===== config.mk =====
export PLATFORM = sky130hd
export DESIGN_NAME = ndc_to_screen
export DESIGN_NICKNAME = d
export VERILOG_FILES = /design/src/rtl/ndc_to_screen.sv
export SDC_FILE = /design/constraint.sdc
export NUM_CORES = 1
export LEC_CHECK = 0
export BUFFER_PORTS_ARGS = -buffer_cell sky130_fd_sc_hd__buf_4
export CORE_MARGIN = 5
export CORE_UTILIZATION = 65
export CTS_BUF_LIST = sky130_fd_sc_hd__clkbuf_4
export DETAILED_ROUTE_END_ITERATION = 6
export HOLD_SLACK_MARGIN = 0.08
export PLACE_DENSITY = 0.94
export SLEW_MARGIN = 15
export SYNTH_ARGS = -nofsm -noshare
export SYNTH_HDL_FRONTEND = slang
export SYNTH_SLANG_ARGS = --single-unit

===== constraint.sdc =====
create_clock -name clk -period 27.9 [get_ports clk]
set_input_delay 8.37 -clock clk [delete_from_list [all_inputs] [get_ports clk]]
set_output_delay 8.37 -clock clk [all_outputs]
set_load 0.005 [all_outputs]

===== src/rtl/ndc_to_screen.sv =====
`default_nettype none
// +----------------------------------------------------------------------------+
// | Module   : ndc_to_screen                                                   |
// | Purpose  : Perspective divide (x/z, y/z) with two lockstep restoring       |
// |            dividers, mapping to integer pixel coordinates, near-plane      |
// |            culling and off-screen flagging behind a valid/ready handshake. |
// | Revision : 1.0  initial release                                            |
// +----------------------------------------------------------------------------+
module ndc_to_screen #(
  parameter int DOT_WIDTH = 23,
  parameter int FRAC_BITS = 14,
  parameter int SCREEN_W  = 320,
  parameter int SCREEN_H  = 180,
  parameter int PX_WIDTH  = 9,
  parameter int Z_NEAR    = 16
) (
  input  logic                        clk,
  input  logic                        rst,
  input  logic                        valid_in,
  output logic                        ready_out,
  input  logic signed [DOT_WIDTH-1:0] x_in,
  input  logic signed [DOT_WIDTH-1:0] y_in,
  input  logic signed [DOT_WIDTH-1:0] z_in,
  output logic                        valid_out,
  input  logic                        ready_in,
  output logic        [PX_WIDTH-1:0]  px,
  output logic        [PX_WIDTH-1:0]  py,
  output logic signed [DOT_WIDTH-1:0] z_out,
  output logic                        culled,
  output logic                        offscreen
);

  localparam int ONE  = 1 << FRAC_BITS;
  // Quotient magnitude bits: one integer bit plus the fraction.
  localparam int QW   = FRAC_BITS + 1;
  localparam int SQW  = FRAC_BITS + 2;
  // Remainder is kept below 2*z, so one bit wider than the operands.
  localparam int RW   = DOT_WIDTH + 1;
  localparam int CW   = $clog2(FRAC_BITS + 2);
  localparam int SMAX = (SCREEN_W > SCREEN_H) ? SCREEN_W : SCREEN_H;
  // (q + ONE) spans under 3*ONE in magnitude; times the screen size plus sign.
  localparam int MW   = FRAC_BITS + 4 + $clog2(SMAX + 1);
  localparam logic signed [DOT_WIDTH-1:0] ZNEAR_C = DOT_WIDTH'(Z_NEAR);

  typedef enum logic [1:0] {
    S_IDLE  = 2'd0,
    S_DIV   = 2'd1,
    S_SCALE = 2'd2,
    S_OUT   = 2'd3
  } state_t;

  state_t                      state_q;
  logic                        ready_q;
  logic                        valid_q;
  logic        [PX_WIDTH-1:0]  px_q;
  logic        [PX_WIDTH-1:0]  py_q;
  logic signed [DOT_WIDTH-1:0] zout_q;
  logic                        culled_q;
  logic                        off_q;

  logic [DOT_WIDTH-1:0] ax_q;
  logic [DOT_WIDTH-1:0] ay_q;
  logic [DOT_WIDTH-1:0] zd_q;
  logic                 negx_q;
  logic                 negy_q;
  logic                 satx_q;
  logic                 saty_q;
  logic [RW-1:0]        remx_q;
  logic [RW-1:0]        remy_q;
  logic [QW-1:0]        qmx_q;
  logic [QW-1:0]        qmy_q;
  logic signed [SQW-1:0] qx_q;
  logic signed [SQW-1:0] qy_q;
  logic [CW-1:0]        cnt_q;

  logic [DOT_WIDTH-1:0] absx_d;
  logic [DOT_WIDTH-1:0] absy_d;
  logic [DOT_WIDTH-1:0] zu_d;
  logic                 near_d;
  logic                 satx_d;
  logic                 saty_d;
  logic [RW-1:0]        zdiv_d;
  logic                 gex_d;
  logic                 gey_d;
  logic [RW-1:0]        rsx_d;
  logic [RW-1:0]        rsy_d;
  logic [RW-1:0]        remx_d;
  logic [RW-1:0]        remy_d;
  logic [QW-1:0]        qmx_d;
  logic [QW-1:0]        qmy_d;
  logic [QW-1:0]        magx_d;
  logic [QW-1:0]        magy_d;
  logic signed [SQW-1:0] qxf_d;
  logic signed [SQW-1:0] qyf_d;
  logic signed [MW-1:0] prodx_d;
  logic signed [MW-1:0] prody_d;
  logic signed [MW-1:0] shx_d;
  logic signed [MW-1:0] shy_d;
  logic [PX_WIDTH-1:0]  px_d;
  logic [PX_WIDTH-1:0]  py_d;
  logic                 off_d;

  // Operand magnitudes, divider step, sign restore and screen mapping.
  always_comb begin
    absx_d = x_in;
    if (x_in[DOT_WIDTH-1]) absx_d = ~x_in + DOT_WIDTH'(1);
    absy_d = y_in;
    if (y_in[DOT_WIDTH-1]) absy_d = ~y_in + DOT_WIDTH'(1);
    zu_d   = z_in;
    near_d = (z_in <= ZNEAR_C);
    // |n| >= 2z would need a second integer quotient bit: saturate instead.
    satx_d = {1'b0, absx_d} >= {zu_d, 1'b0};
    saty_d = {1'b0, absy_d} >= {zu_d, 1'b0};

    zdiv_d = {1'b0, zd_q};
    gex_d  = (remx_q >= zdiv_d);
    gey_d  = (remy_q >= zdiv_d);
    rsx_d  = gex_d ? (remx_q - zdiv_d) : remx_q;
    rsy_d  = gey_d ? (remy_q - zdiv_d) : remy_q;
    remx_d = rsx_d << 1;
    remy_d = rsy_d << 1;
    qmx_d  = {qmx_q[QW-2:0], gex_d};
    qmy_d  = {qmy_q[QW-2:0], gey_d};

    magx_d = satx_q ? {QW{1'b1}} : qmx_q;
    magy_d = saty_q ? {QW{1'b1}} : qmy_q;
    qxf_d  = negx_q ? -$signed({1'b0, magx_d}) : $signed({1'b0, magx_d});
    qyf_d  = negy_q ? -$signed({1'b0, magy_d}) : $signed({1'b0, magy_d});

    prodx_d = (MW'(qx_q) + MW'(ONE)) * MW'(SCREEN_W);
    prody_d = (MW'(ONE) - MW'(qy_q)) * MW'(SCREEN_H);
    shx_d   = prodx_d >>> (FRAC_BITS + 1);
    shy_d   = prody_d >>> (FRAC_BITS + 1);

    if (prodx_d[MW-1])                    px_d = '0;
    else if (shx_d > MW'(SCREEN_W - 1))   px_d = PX_WIDTH'(SCREEN_W - 1);
    else                                  px_d = shx_d[PX_WIDTH-1:0];

    if (prody_d[MW-1])                    py_d = '0;
    else if (shy_d > MW'(SCREEN_H - 1))   py_d = PX_WIDTH'(SCREEN_H - 1);
    else                                  py_d = shy_d[PX_WIDTH-1:0];

    // Strict compare: a point exactly on the frustum edge stays on-screen.
    off_d = (ax_q > zd_q) || (ay_q > zd_q);
  end

  // Control FSM with datapath registers and registered handshake outputs.
  always_ff @(posedge clk or posedge rst) begin
    if (rst) begin
      state_q  <= S_IDLE;
      ready_q  <= 1'b1;
      valid_q  <= 1'b0;
      px_q     <= '0;
      py_q     <= '0;
      zout_q   <= '0;
      culled_q <= 1'b0;
      off_q    <= 1'b0;
      ax_q     <= '0;
      ay_q     <= '0;
      zd_q     <= '0;
      negx_q   <= 1'b0;
      negy_q   <= 1'b0;
      satx_q   <= 1'b0;
      saty_q   <= 1'b0;
      remx_q   <= '0;
      remy_q   <= '0;
      qmx_q    <= '0;
      qmy_q    <= '0;
      qx_q     <= '0;
      qy_q     <= '0;
      cnt_q    <= '0;
    end else begin
      case (state_q)
        S_IDLE: begin
          if (valid_in && ready_q) begin
            ready_q <= 1'b0;
            ax_q    <= absx_d;
            ay_q    <= absy_d;
            zd_q    <= zu_d;
            if (near_d) begin
              state_q  <= S_OUT;
              valid_q  <= 1'b1;
              culled_q <= 1'b1;
              off_q    <= 1'b0;
              px_q     <= '0;
              py_q     <= '0;
              zout_q   <= z_in;
            end else begin
              state_q <= S_DIV;
              negx_q  <= x_in[DOT_WIDTH-1];
              negy_q  <= y_in[DOT_WIDTH-1];
              satx_q  <= satx_d;
              saty_q  <= saty_d;
              remx_q  <= {1'b0, absx_d};
              remy_q  <= {1'b0, absy_d};
              qmx_q   <= '0;
              qmy_q   <= '0;
              cnt_q   <= '0;
            end
          end
        end
        S_DIV: begin
          // FRAC_BITS+1 quotient iterations, then one cycle to restore sign.
          if (cnt_q == CW'(FRAC_BITS + 1)) begin
            qx_q    <= qxf_d;
            qy_q    <= qyf_d;
            state_q <= S_SCALE;
          end else begin
            remx_q <= remx_d;
            remy_q <= remy_d;
            qmx_q  <= qmx_d;
            qmy_q  <= qmy_d;
            cnt_q  <= cnt_q + CW'(1);
          end
        end
        S_SCALE: begin
          px_q     <= px_d;
          py_q     <= py_d;
          off_q    <= off_d;
          culled_q <= 1'b0;
          zout_q   <= zd_q;
          valid_q  <= 1'b1;
          state_q  <= S_OUT;
        end
        S_OUT: begin
          if (ready_in) begin
            valid_q <= 1'b0;
            ready_q <= 1'b1;
            state_q <= S_IDLE;
          end
        end
        default: state_q <= S_IDLE;
      endcase
    end
  end

  assign ready_out = ready_q;
  assign valid_out = valid_q;
  assign px        = px_q;
  assign py        = py_q;
  assign z_out     = zout_q;
  assign culled    = culled_q;
  assign offscreen = off_q;

endmodule
`default_nettype wire

-- Word level (Yosys, flattened, before mapping)
Cells that the tools add are included.
- $add $sub $neg: 9
- multiply operators: 2
- $lt $le $gt $ge: 9
- eq/ne operators: 10
- mux-type cells: 53
- bitwise operators: 3
- reductions and logical operators: 15
- operators by type and width (kind ; count):
    24-bit two-way mux ; 6
    23-bit two-way mux ; 6
    24-bit one-hot mux with 2 select lines ; 2
    15-bit two-way mux ; 6
    15-bit one-hot mux with 2 select lines ; 2
    9-bit two-way mux ; 6
    23-bit by 24-bit greater-or-equal comparator with 1-bit output ; 2
    24-bit by 23-bit greater-or-equal comparator with 1-bit output ; 2
    23-bit by 2-bit adder with 23-bit output, second input constant ; 2
    23-bit > comparator ; 2
    23-bit inverter ; 2
    23-bit one-hot mux with 2 select lines ; 1
    23-bit subtractor ; 2
    9-bit one-hot mux with 2 select lines ; 2
    16-bit two-way mux ; 2
    15-bit negator with 16-bit output ; 2
    17-bit by 7-bit multiplier with 24-bit output, second input constant ; 1
    23-bit by 6-bit less-or-equal comparator with 1-bit output, second input constant ; 1
    17-bit by 4-bit multiplier with 21-bit output, second input constant ; 1
    16-bit by 16-bit adder with 17-bit output, second input constant ; 1
    16-bit by 16-bit subtractor with 17-bit output, first input constant ; 1
    12-bit by 10-bit > comparator with 1-bit output, second input constant ; 1
    4-bit two-way mux ; 3
    2-bit != test, second input constant ; 6
    other kinds (20) ; 39
- register bits: 234
- bits of input ports: 73
- output and inout bits: 45
- logic and storage cells: 123

-- Longest topological paths before layout
- depth in word-level cells: 6
- mapped depth: 23
- mapped depth without buffers: 21

-- Least setup slack after synthesis
OpenSTA, ideal clock, no wires.
- kind: input port to flip-flop
- start: input x_in[10]
- end: register satx_q
- library setup time: 0.125 ns
- data arrival time: 11.352 ns
- path slack: 16.423 ns
- stages: 15
- cells stage by stage: or4_1 or3_1 o31ai_1 xor2_1 inv_1 ha_1 a21o_1 a21o_1 a21oi_1 nor2b_1 o21ai_0 nand2b_1 a221oi_1 o21ai_0 mux2_2
- longest elaborated chain between the ends: 4
- ends and longest elaborated chain (what ; RTL line ; RTL):
    from (decl) ; 21 ; input logic signed [DOT_WIDTH-1:0] x_in,
    23-bit inverter ; 106 ; if (x_in[DOT_WIDTH-1]) absx_d = ~x_in + DOT_WIDTH'(1);
    23-bit by 2-bit adder with 23-bit output ; 106 ;
    23-bit two-way mux ; 106 ;
    net absx_d[17] ; 76 ; logic [DOT_WIDTH-1:0] absx_d;
    23-bit by 24-bit greater-or-equal comparator with 1-bit output ; 112 ; satx_d = {1'b0, absx_d} >= {zu_d, 1'b0};
    to (signal assigned) ; 192 ; satx_q <= satx_d;
    to (decl) ; 66 ; logic satx_q;
The timed path passes the listed nets, and every way through them passes these cells.
A chain may end at the register's enable or synchronous reset.

-- Worst setup path in the final report
- start: input x_in[0]
- end: register satx_q
The elaborated chain is that of the path after synthesis.

==> key figures <==
Status
  – Status: complete, but fails checks
  – Violated checks: design-rule violations

Global route
  – Met3 Usage GRT: 0.0542
  – Global route overflow: 0
  – Global-route wire length before repair: 82400 um
  – Initial antenna violation count: 1
  – Grt met2 use: 0.519
  – GRT Total Usage: 0.305
  – Met1 Usage GRT: 0.368
  – Pin count of the biggest net entering global routing: 129
  – Vias in the first global route: 16600
  – Most crowded layer after global routing: met2

Synth
  – Avg Cell Area, Syn: 9.07 um^2
  – Ys Warns: 0
  – FF+latch count, synth: 234
  – Seq/Total Area, Yosys: 0.313
  – Synth cell types: 93
  – Post-synth EDFFs: 0
  – Post-synth ARST share: 1.00
  – Synth Cell Area: 18700 um^2
  – Primary FF master, synth: dfrtp_1
  – Syn Inst Count: 2060
  – Post-synthesis net count: 2393

Critical path
  – Arr. time, crit path: 12.37 ns
  – Family with the most delay on the worst path: simple AND/OR/NAND/NOR gates
  – Required time worst endpoint: 28.49 ns
  – Crit-path max cell delay: 0.85 ns
  – FF-to-FF path depth: 20
  – Critical path depth: 17
  – Worst path cell trace: buf_4 -> nor4_1 -> nand2_1 -> or3_1 -> o31ai_1 -> xor2_1 -> inv_1 -> ha_1 -> a21o_1 -> a21o_1 -> a21oi_1 -> nor2b_1 -> o21ai_0 -> nand2b_1 -> a221oi_1 -> o21ai_0 -> mux2_2
  – Worst-path maximum fanout: 5
  – Worst Path Class, Setup: in2reg
  – Setup crit start kind: primary input
  – Worst Path Buf+Inv: 2
  – Critical Path End Type: register
  – CP max-delay cell: nor4_1

Route
  – Via/cell ratio: 6.37
  – Remaining DRCs: 2
  – Routed vias: 16600
  – DRT Wirelength: 50500 um
  – Total iterations of the first detailed-routing run: 7
  – 1st-iter DRT viols: 1389
  – Routed Antenna Nets: 0
  – DR WL/cell: 19.4 um

Die
  – Die area: 32200 um^2
  – Initial core utilization: 0.655
  – Die width: 180 um
  – Row count: 62
  – Core region area: 28500 um^2
  – Chip Height: 180 um
  – Top-level port count: 118

Timing
  – Slew @ Worst Pin: 1.13 ns
  – Final TNS setup: 0 ns
  – Pins Over Slew Limit: 0
  – Hold Vio Cnt, Final: 0
  – Worst hold slack: 0.484 ns
  – Period Utilization, post-route: 0.422
  – Clock skew: 0.0606 ns
  – Min cycle time layout: 11.78 ns
  – FMAX: 0.0849 GHz
  – Max_slew headroom: 0.247
  – RSZ-0062 raised after global routing: no
  – Setup-failing EPs final: 0

Clocking
  – CTS Hold Buffers Added: 0
  – Clock Tree Root: clkbuf_4
  – Setup Buffers After CTS: 0
  – Clock Tree Buf Depth: 3
  – PostCTS Resize Cnt: 0
  – Clock-pin slew on the worst setup and hold paths: 0.06 ns
  – H-tree Lvls: 2
  – Number of CTS-inserted buffers: 61
  – CTS tree: built
  – Clock sink count: 234
  – Clk_lat worst skew: 0.72 ns

Min path
  – Worst min path class: reg2reg
  – WHS Path Cells: 2

Final layout
  – Storage cell area: 5860 um^2
  – Fraction of layout instances using a drive strength above 1: 0.134
  – Final #Nets: 2509
  – Area delta synth->final: 10.5%
  – Fillers: 2043
  – Multi-input logic area: 11900 um^2

Pwr
  – P_int: 523 uW
  – Pleak: 10.4 nW
  – Net switching power: 190 uW
  – Clock power share: 0.425
  – Flop pwr share: 0.479
  – Total power divided by cell area: 34.5 nW/um^2
  – Sw frac: 0.266
  – Peak supply drop: 31.8 uV
  – Comb pwr share: 0.095

Flow run
  – Max-cap viol count: 0

Placed design
  – PortBufs: 117
  – Final GP Congestion: 0.977
  – HPWL Detailed: 38600 um
flip-flops by register name, summed over array words and instances, names as in the netlist:
register	count
remy_q	24
qmx_q	15
ay_q	23
state_q	2
ready_out	1
offscreen	1
zd_q	23
px	9
z_out	23
valid_out	1
negy_q	1
qx_q	16
satx_q	1
negx_q	1
cnt_q	4
saty_q	1
remx_q	24
culled	1
ax_q	23
qy_q	16
qmy_q	15
py	9
power groups by stage:
stage	Combinational, mW	Sequential [mW]	Clock [mW]
CTS	0.0671	0.342	0.307
floorplan	0.0350	0.348	0
global route	0.0748	0.342	0.326
finish	0.0680	0.342	0.303
global placement	0.0643	0.348	0
detailed placement	0.0667	0.348	0
metrics by stage:
step	area [um^2]	util	setup WS (ns)	std cells	power, mW
after detailed placement	19900	0.696	15.49	2497	0.415
after floorplan	18700	-	13.11	2060	0.383
after global placement	19900	0.696	15.53	2497	0.413
final	20700	0.723	16.12	2606	0.713
after CTS	20600	0.723	16.19	2605	0.716
after global routing	20700	0.723	15.87	2606	0.742
routing by layer:
| metal | wire length (um) | up-vias |
|---|---|---|
| li1 | - | 7688 |
| met1 | 19500 | 7954 |
| met2 | 24300 | 750 |
| met3 | 3600 | 202 |
| met4 | 3050 | 0 |
| met5 | 0 | - |
cell usage after synthesis (7+ instances only):
| cell type | n | area share |
|---|---|---|
| nor3_1 | 27 | 0.0072 |
| xnor2_1 | 75 | 0.035 |
| o21bai_1 | 8 | 0.0032 |
| a21o_1 | 61 | 0.025 |
| inv_1 | 174 | 0.035 |
| fa_1 | 32 | 0.034 |
| a21oi_1 | 108 | 0.029 |
| clkbuf_1 | 67 | 0.013 |
| dfrtp_1 | 233 | 0.31 |
| a222oi_1 | 10 | 0.0054 |
| o221ai_1 | 12 | 0.0056 |
| nand4_1 | 27 | 0.0090 |
| or3_1 | 22 | 0.0074 |
| a221o_1 | 9 | 0.0048 |
| o21ai_1 | 14 | 0.0037 |
| a21boi_0 | 7 | 0.0028 |
| nor2_1 | 103 | 0.021 |
| or4_1 | 8 | 0.0032 |
| a22o_1 | 34 | 0.016 |
| nand2_1 | 211 | 0.042 |
| o21a_1 | 10 | 0.0040 |
| nand2b_1 | 14 | 0.0047 |
| a211oi_1 | 23 | 0.0092 |
| mux2i_1 | 41 | 0.022 |
| nor2b_1 | 36 | 0.012 |
| xor2_1 | 52 | 0.024 |
| mux2_2 | 29 | 0.017 |
| nor4_1 | 13 | 0.0044 |
| o211ai_1 | 14 | 0.0056 |
| ha_1 | 228 | 0.15 |
| o31ai_1 | 30 | 0.012 |
| a31oi_1 | 7 | 0.0023 |
| nand3_1 | 34 | 0.0091 |
| o41ai_1 | 8 | 0.0037 |
| o21ai_0 | 164 | 0.044 |
kinds of logic after synthesis:
logic type / after synthesis / synth area share
AO/OA/AOI/OAI: 582 / 0.210
flip-flops: 234 / 0.313
buffers and inverters: 252 / 0.0515
AND/OR/NAND/NOR: 534 / 0.139
XOR/XNOR: 127 / 0.0595
adder cells (fa/ha/maj): 260 / 0.187
multiplexers: 71 / 0.0402
worst paths after layout:
path	slack, ns	to	startpoint
worst max-delay path	16.12	satx_q	x_in[0]
worst min-delay path	0.48	z_out[17]	z_out[17]
worst max register to register	21.56	py[2]	qy_q[3]
worst min register to register	0.48	z_out[17]	z_out[17]
max in group asynchronous	18.06	ay_q[2]	rst
min in group asynchronous	7.85	qx_q[9]	rst
tightest hold or removal path: cells and delay by family (launching register included):
kind	cells	cell delay, ns
AND/OR/NAND/NOR	1	0.05
flip-flops	1	0.34
AO/OA/AOI/OAI	1	0.06
cell type report:
| cell class | instances | area share |
|---|---|---|
| Multi-Input combinational cell | 1574 | 0.576 |
| Sequential cell | 234 | 0.284 |
| Timing Repair Buffer | 130 | 0.0473 |
| Clock buffer | 98 | 0.0356 |
| Inverter | 175 | 0.0322 |
| Tap cell | 384 | 0.0233 |
| Clock inverter | 10 | 0.00218 |
| Antenna cell | 1 | 0.000121 |
layout by cell type (no fill, tap or decap), types with 12 or more instances in the layout:
cell,n
nor2b_1,36
o221ai_1,12
nand3_1,33
buf_4,130
a22o_1,34
o211ai_1,14
nor4_1,13
o31ai_1,30
a21o_1,61
o21ai_1,14
or3_1,22
nor2_1,103
mux2i_1,41
ha_1,228
fa_1,32
nand2b_1,14
nand4_1,27
clkbuf_4,98
mux2_2,29
a21oi_1,107
dfrtp_1,233
xor2_1,52
o21ai_0,164
xnor2_1,75
nor3_1,27
inv_1,173
nand2_1,210
a211oi_1,23
Note: power is estimated with default switching activity, not from simulation.
